**src/rtl/multicycle_control.sv**
```systemverilog
// Multicycle control sequencer for the 2-bit-opcode core.
// One memory port and one ALU are time-shared across fetch, decode, execute,
// memory and writeback steps. Memory steps wait on mem_ready, and every
// completed instruction pulses retire and bumps a wrapping debug counter.
module multicycle_control #(
    parameter int CNT_W = 16
) (
    input  logic             clk,
    input  logic             rst,
    input  logic [1:0]       Opcode,
    input  logic             Zero,
    input  logic             mem_ready,
    output logic             PCWrite,
    output logic             PCWriteCond,
    output logic             IorD,
    output logic             MemRead,
    output logic             MemWrite,
    output logic             IRWrite,
    output logic             MemtoReg,
    output logic             RegDst,
    output logic             RegWrite,
    output logic             ALUSrcA,
    output logic [1:0]       ALUSrcB,
    output logic [1:0]       ALUOp,
    output logic             PCSource,
    output logic             retire,
    output logic [CNT_W-1:0] instr_count,
    output logic [3:0]       state
);

    typedef enum logic [3:0] {
        S_FETCH  = 4'd0,
        S_DECODE = 4'd1,
        S_MEMADR = 4'd2,
        S_MEMRD  = 4'd3,
        S_MEMWB  = 4'd4,
        S_MEMWR  = 4'd5,
        S_EXEC   = 4'd6,
        S_RWB    = 4'd7,
        S_BRANCH = 4'd8
    } state_t;

    state_t           state_r;
    logic [CNT_W-1:0] instr_count_r;

    // Zero only qualifies the PC load inside the datapath; the sequence ignores it.
    logic unused_zero_s;
    assign unused_zero_s = Zero;

    assign state       = state_r;
    assign instr_count = instr_count_r;

    // State sequencing and retired-instruction counting.
    always_ff @(posedge clk or posedge rst) begin
        if (rst) begin
            state_r       <= S_FETCH;
            instr_count_r <= {CNT_W{1'b0}};
        end else begin
            if (retire) begin
                instr_count_r <= instr_count_r + {{(CNT_W-1){1'b0}}, 1'b1};
            end else begin
                instr_count_r <= instr_count_r;
            end
            case (state_r)
                S_FETCH:  state_r <= mem_ready ? S_DECODE : S_FETCH;
                S_DECODE: begin
                    case (Opcode)
                        2'd0:    state_r <= S_EXEC;
                        2'd1:    state_r <= S_MEMADR;
                        2'd2:    state_r <= S_MEMADR;
                        2'd3:    state_r <= S_BRANCH;
                        default: state_r <= S_FETCH;
                    endcase
                end
                S_MEMADR: begin
                    case (Opcode)
                        2'd1:    state_r <= S_MEMRD;
                        2'd2:    state_r <= S_MEMWR;
                        default: state_r <= S_FETCH;
                    endcase
                end
                S_MEMRD:  state_r <= mem_ready ? S_MEMWB : S_MEMRD;
                S_MEMWB:  state_r <= S_FETCH;
                S_MEMWR:  state_r <= mem_ready ? S_FETCH : S_MEMWR;
                S_EXEC:   state_r <= S_RWB;
                S_RWB:    state_r <= S_FETCH;
                S_BRANCH: state_r <= S_FETCH;
                default:  state_r <= S_FETCH;
            endcase
        end
    end

    // Control decode from the current state; reset silences every strobe at once.
    always_comb begin
        PCWrite     = 1'b0;
        PCWriteCond = 1'b0;
        IorD        = 1'b0;
        MemRead     = 1'b0;
        MemWrite    = 1'b0;
        IRWrite     = 1'b0;
        MemtoReg    = 1'b0;
        RegDst      = 1'b0;
        RegWrite    = 1'b0;
        ALUSrcA     = 1'b0;
        ALUSrcB     = 2'b00;
        ALUOp       = 2'b00;
        PCSource    = 1'b0;
        retire      = 1'b0;
        if (rst) begin
            retire = 1'b0;
        end else begin
            case (state_r)
                S_FETCH: begin
                    MemRead = 1'b1;
                    ALUSrcB = 2'b01;
                    if (mem_ready) begin
                        IRWrite = 1'b1;
                        PCWrite = 1'b1;
                    end else begin
                        IRWrite = 1'b0;
                        PCWrite = 1'b0;
                    end
                end
                S_DECODE: begin
                    ALUSrcB = 2'b11;
                end
                S_MEMADR: begin
                    ALUSrcA = 1'b1;
                    ALUSrcB = 2'b10;
                end
                S_MEMRD: begin
                    MemRead = 1'b1;
                    IorD    = 1'b1;
                end
                S_MEMWB: begin
                    RegWrite = 1'b1;
                    MemtoReg = 1'b1;
                    retire   = 1'b1;
                end
                S_MEMWR: begin
                    MemWrite = 1'b1;
                    IorD     = 1'b1;
                    retire   = mem_ready;
                end
                S_EXEC: begin
                    ALUSrcA = 1'b1;
                    ALUOp   = 2'b10;
                end
                S_RWB: begin
                    RegWrite = 1'b1;
                    RegDst   = 1'b1;
                    retire   = 1'b1;
                end
                S_BRANCH: begin
                    ALUSrcA     = 1'b1;
                    ALUOp       = 2'b01;
                    PCWriteCond = 1'b1;
                    PCSource    = 1'b1;
                    retire      = 1'b1;
                end
                default: begin
                    retire = 1'b0;
                end
            endcase
        end
    end

endmodule

```
**config.mk**
```make
export PLATFORM = sky130hd
export DESIGN_NAME = multicycle_control
export DESIGN_NICKNAME = d
export VERILOG_FILES = /design/src/rtl/multicycle_control.sv
export SDC_FILE = /design/constraint.sdc
export NUM_CORES = 1
export LEC_CHECK = 0
export BUFFER_PORTS_ARGS = -buffer_cell sky130_fd_sc_hd__buf_2
export CAP_MARGIN = 0
export CORE_MARGIN = 4
export CORE_UTILIZATION = 39
export CTS_CLUSTER_DIAMETER = 40
export DETAILED_ROUTE_END_ITERATION = 7
export PLACE_DENSITY = 0.62
export SYNTH_ARGS = -nofsm -noshare
export SYNTH_HDL_FRONTEND = slang
export SYNTH_SLANG_ARGS = --single-unit
```
**constraint.sdc**
```tcl
create_clock -name clk -period 3.9 [get_ports clk]
set_input_delay 0.78 -clock clk [delete_from_list [all_inputs] [get_ports clk]]
set_output_delay 0.78 -clock clk [all_outputs]
set_load 0.02 [all_outputs]
```
==> results of run 1 <==
==> cell families after synthesis <==
kind of cell,count (synthesis),synth area share (%)
DFF,20,39.14
adders and majority gates,6,5.871
buffers and inverters,14,6.653
muxes,4,3.620
xor gates and xnor gates,17,11.64
and+or+nand+nor,59,28.28
AOI/OAI and AO/OA,9,4.795
==> worst max-delay path, stage by stage (launching register included) <==
cell     delay (ps)
dfrtp_1         720
or3b_1          450
a31oi_4         450
nor2_2          110
buf_2           180
==> registers in the layout (all words and copies together), names as in the netlist <==
| name | flops |
|---|---|
| instr_count | 16 |
| state | 4 |
==> metal layers <==
layer | GRT usage [%] | vias to the layer above | share of wire [%]
met5 | 0 | - | 0
met4 | 4.145 | 0 | 1.1
met3 | 1.709 | 4 | 5.6
met2 | 21.49 | 33 | 45
met1 | 18.67 | 482 | 48
li1 | - | 514 | -
==> cell usage in the layout, fill, tap and decap left out, drive strengths merged, types with 5 or more instances in the layout <==
master and count:
buf 41, dfrtp 20, ha 6, nand2 6, nand3 5, nor2 12, nor3 11, nor3b 5
o21ai 6, xor2 16
==> how the worst max path moves through the flow <==
stage,start,to,slack (ps)
floorplan,rst,PCWrite,1120
global placement,mem_ready,retire,1080
detailed placement,mem_ready,retire,1060
CTS,state[0],retire,880
global route,state[0],retire,700
finish,state[0],retire,910
==> report_power, final <==
| part | switching (mW) | internal, mW | leakage (nW) | total [mW] |
|---|---|---|---|---|
| Sequential | 0.0937 | 0.238 | 0.270 | 0.332 |
| Clock | 0.0604 | 0.0569 | 0.0210 | 0.117 |
| Combinational | 0.197 | 0.131 | 0.531 | 0.329 |
| Total | 0.352 | 0.427 | 0.822 | 0.778 |
==> final cells by class <==
cell class / count / area share (%)
repair buffers: 41 / 13.81
well taps: 44 / 3.661
flip-flops and latches: 20 / 33.28
multi-input cells: 95 / 46.09
inverters: 3 / 0.7488
clock buffers: 4 / 2.413
==> per-stage QoR <==
stage                     setup slack [ps]  hold slack (ps)  power (mW)  instances
after floorplan                       1119            577.8      0.6022        129
after global placement                1083            453.5      0.6591        203
after detailed placement              1065            457.5      0.6687        203
after CTS                            876.4            473.3      0.7890        207
after global routing                 704.5            499.4      0.8495        207
final                                909.8            472.9      0.7782        207
==> results.yml, run 1 <==
power_and_ir_drop:
  ir_drop_mv: 0.3456
  leakage_nw: 0.8222
  cellPowerDensity_mw_per_mm2: 517.4
critical_path:
  endpoint_kind: "output port"
  ff2ff_path_depth: 4
  cp.arrival_ps: 2210
  crit_path_max_fanout: 19
  timing.rr.end: "instr_count[1]"
  required_ps: 3120
  path_class: "register to output port"
  start_kind: "register"
  r2r-start: "state[0]"
  reg2reg_slack_ps: 1760
route:
  firstDrtPassIters: 4
  post-route-drc-count: 0
  ant_nets: 0
  vias_per_cell: 4.990
  routed_wl_mm: 2.527
  drt_iter0_drc: 48
  vias: 1033
  wl_per_cell_um: 12.21
synthesis:
  synth_edf_count: 0
  synth-main-ff-cell: "dfrtp_1"
  syn_inst: 129
  yosysMostFrequentCell: "dfrtp_1"
  async_reset_ff_share_pct: 100.0
  synth_cell_types: 34
  yosys.area.top_type: "dfrtp_1"
  syn_nets: 141
  synth_sequential_area_ratio_pct: 39.14
  synth_area_leaders: "dfrtp_1, xor2_1, ha_1, nor3_1, nor2_1"
  synth.cell_area_mm2: 0.001279
  ys_ff_latch: 20
  syn_avg_cell_area_um2: 9.913
  synthTopCellsByCount: "dfrtp_1, xor2_1, nor2_1, nor3_1"
  synth_top_area_share_pct: 39.14
  ys_warn_count: 0
sta:
  drv_slew: 0
  fmax_ghz: 0.3344
  slew_headroom_pct: 55.96
  fin_setup_tns_ps: 0
  clock_skew_ps: 4.384
  finalSetupViolations: 0
  timing.final.hold_violations: 0
  rsz0062_at_grt: "false"
  finalCritPeriodShare_pct: 76.67
  min_period_ps: 2990
  worst_slew_pin_slew_ps: 660.7
min_path:
  min_from: "instr_count[15]"
  worstHoldPathType: "register to register"
  hold_depth: 1
  whs_endpoint: "instr_count[15]"
floorplanning:
  pin_count: 42
  fp.dieArea_mm2: 0.004259
  initial_core_util_pct: 41.21
  die_width_um: 65.26
  core_area_mm2: 0.003103
  die_h_um: 65.26
  rows: 20
clocking:
  clk_pin_slew_ps: 110
  post_cts_buffers: 0
  cts_buffer_depth: 2
  cts_tree: "built"
  htree_levels: 1
  holdBufCountCts: 0
  cts_root_buffer: "clkbuf_4"
  clock-sinks: 20
  cts_buffers: 3
  ctsResizeCount: 0
  clk_latency_ps: 290
placed_design:
  gp_congestion: 0.7384
  dpl.hpwl_mm: 1.891
  port_buffers: 40
  dpl-instance-area_mm2: 0.001468
grt:
  grt_start_max_net_pins: 22
  grt_pass1_wl_mm: 4.623
  antenna_found_initial: 0
  first_global_vias: 1026
  grt.overflow.total: 0
  track_usage_pct: 13.38
final_layout:
  nets: 176
  multi_input_area_um2: 693.2
  antenna_cells: 0
  fill_cells: 329
  final_core_utilization_pct: 48.47
  layout-drive-gt1-share_pct: 31.90
  fin_area_mm2: 0.001504
  regArea_um2: 500.5
  area.growth.synth_to_final_pct: 17.61
outcome:
  run_status: "finished, final reports clean"
flow_run:
  maxCapViolations: 0
(Power assumes the default switching activity.)
==> run 2, diff against run 1 <==
==> constraint.sdc (replaced) <==
create_clock -name clk -period 2.95 [get_ports clk]
set_input_delay 0.59 -clock clk [delete_from_list [all_inputs] [get_ports clk]]
set_output_delay 0.59 -clock clk [all_outputs]
set_load 0.02 [all_outputs]
==> results.yml, run 2 (synthesized netlist as in run 1, its figures left out) <==
sta:
  finalSetupViolations: 0
  worst_slew_pin_slew_ps: 646.6
  slew_headroom_pct: 56.90
  hold_ws_ps: 315.1
  drv_slew: 0
  timing.final.hold_violations: 0
  clock_skew_ps: 7.583
  rsz0062_at_grt: "false"
  finalCritPeriodShare_pct: 84.76
  fin_setup_tns_ps: 0
  min_period_ps: 2500
  fmax_ghz: 0.3999
critical_path:
  r2r-start: "state[0]"
  ff2ff_path_depth: 5
  reg2reg_slack_ps: 970
  required_ps: 2360
  path_class: "register to output port"
  start_kind: "register"
  cp.arrival_ps: 1910
  endpoint_kind: "output port"
  timing.rr.end: "instr_count[11]"
  crit_path_max_fanout: 19
placed_design:
  dpl.hpwl_mm: 1.931
  dpl-instance-area_mm2: 0.001483
  dp.cells: 205
  port_buffers: 40
  gp_congestion: 0.7440
clocking:
  clock-sinks: 20
  cts_root_buffer: "clkbuf_4"
  cts_buffers: 3
  post_cts_buffers: 0
  htree_levels: 1
  clk_latency_ps: 300
  holdBufCountCts: 0
  ctsResizeCount: 0
  cts_buffer_depth: 2
  clk_pin_slew_ps: 110
  cts_tree: "built"
route:
  vias_per_cell: 4.900
  drt_iter0_drc: 47
  vias: 1024
  ant_nets: 0
  firstDrtPassIters: 4
  routed_wl_mm: 2.536
  wl_per_cell_um: 12.13
  post-route-drc-count: 0
power_and_ir_drop:
  ir_drop_mv: 0.5023
  p_sw_share_pct: 44.98
  pwr-share-comb_pct: 42.8
  p_sw_mw: 0.4672
  intPower_mw: 0.5716
  cellPowerDensity_mw_per_mm2: 683.9
  seqPwrFrac_pct: 42.3
  clkPwrFrac_pct: 14.9
  leakage_nw: 0.8313
final_layout:
  fill_cells: 314
  most-common-layout-cells: "buf_2, dfrtp_1, xor2_1"
  fin_area_mm2: 0.001519
  area.growth.synth_to_final_pct: 18.79
  layout-drive-gt1-share_pct: 32.73
  antenna_cells: 0
  nets: 178
  stdcell_count: 209
  largest_register_ffs: 16
  mostFrequentLayoutCell: "buf_2"
grt:
  antenna_found_initial: 0
  first_global_vias: 1011
  grt_start_max_net_pins: 22
  grt.overflow.total: 0
  track_usage_pct: 13.15
  grt_pass1_wl_mm: 4.395
outcome:
  run_status: "finished, final reports clean"
min_path:
  worstHoldPathType: "primary input to async pin"
floorplanning:
  fp.dieArea_mm2: 0.004259
  die_width_um: 65.26
  initial_core_util_pct: 41.21
  pin_count: 42
  core_area_mm2: 0.003103
  rows: 20
  die_h_um: 65.26
flow_run:
  maxCapViolations: 0
[run 2: cell count changes in the layout (fill, tap and decap cells not counted), sizes merged]
cell  delta
buf      +2
[run 2: cell type report]
type,count,area (µm²),share of cell area (%)
multi-input cells,95,693.2,45.63
flip-flops and latches,20,500.5,32.95
repair buffers,43,222.7,14.66
well taps,44,55.05,3.624
clock buffers,4,36.28,2.389
inverters,3,11.26,0.7413
[run 2: how the worst max path moves through the flow]
stage	cells after the start	from	slack, ps	end
3_5_place_dp	4	state[0]	760	retire
5_1_grt	4	state[0]	320	retire
6_report	4	state[0]	450	retire
2_1_floorplan	5	state[3]	480	PCWrite
3_3_place_gp	5	mem_ready	790	retire
4_1_cts	4	state[0]	420	retire
[run 2: routing by layer]
layer  global-route usage [%]  wire length, µm  vias to the layer above
met4                    4.663               27                        0
met2                    22.38             1172                       36
met3                    3.248              175                        2
met5                        0                0                        -
met1                    16.04             1161                      476
li1                         -                -                      510
[run 2: critical path: stages (launching register included)]
cell and delay [ps]:
dfrtp_1 720, or3b_1 450, a31oi_4 210, nor2_2 80, buf_2 160
[run 2: power by group through the flow]
stage | Clock (mW) | Combinational, mW | Sequential (mW)
2_1_floorplan | 0 | 0.386 | 0.410
3_3_place_gp | 0 | 0.442 | 0.439
3_5_place_dp | 0 | 0.446 | 0.448
4_1_cts | 0.162 | 0.449 | 0.441
5_1_grt | 0.176 | 0.492 | 0.457
6_report | 0.155 | 0.445 | 0.440
[run 2: metrics by stage]
step	setup WS (ps)	total power, mW	utilization (%)
after floorplan	481.5	0.7961	-
after global placement	785.6	0.8807	47.78
after detailed placement	764.6	0.8938	47.78
after CTS	421.0	1.052	48.95
after global routing	323.7	1.125	48.95
final	449.6	1.039	48.95
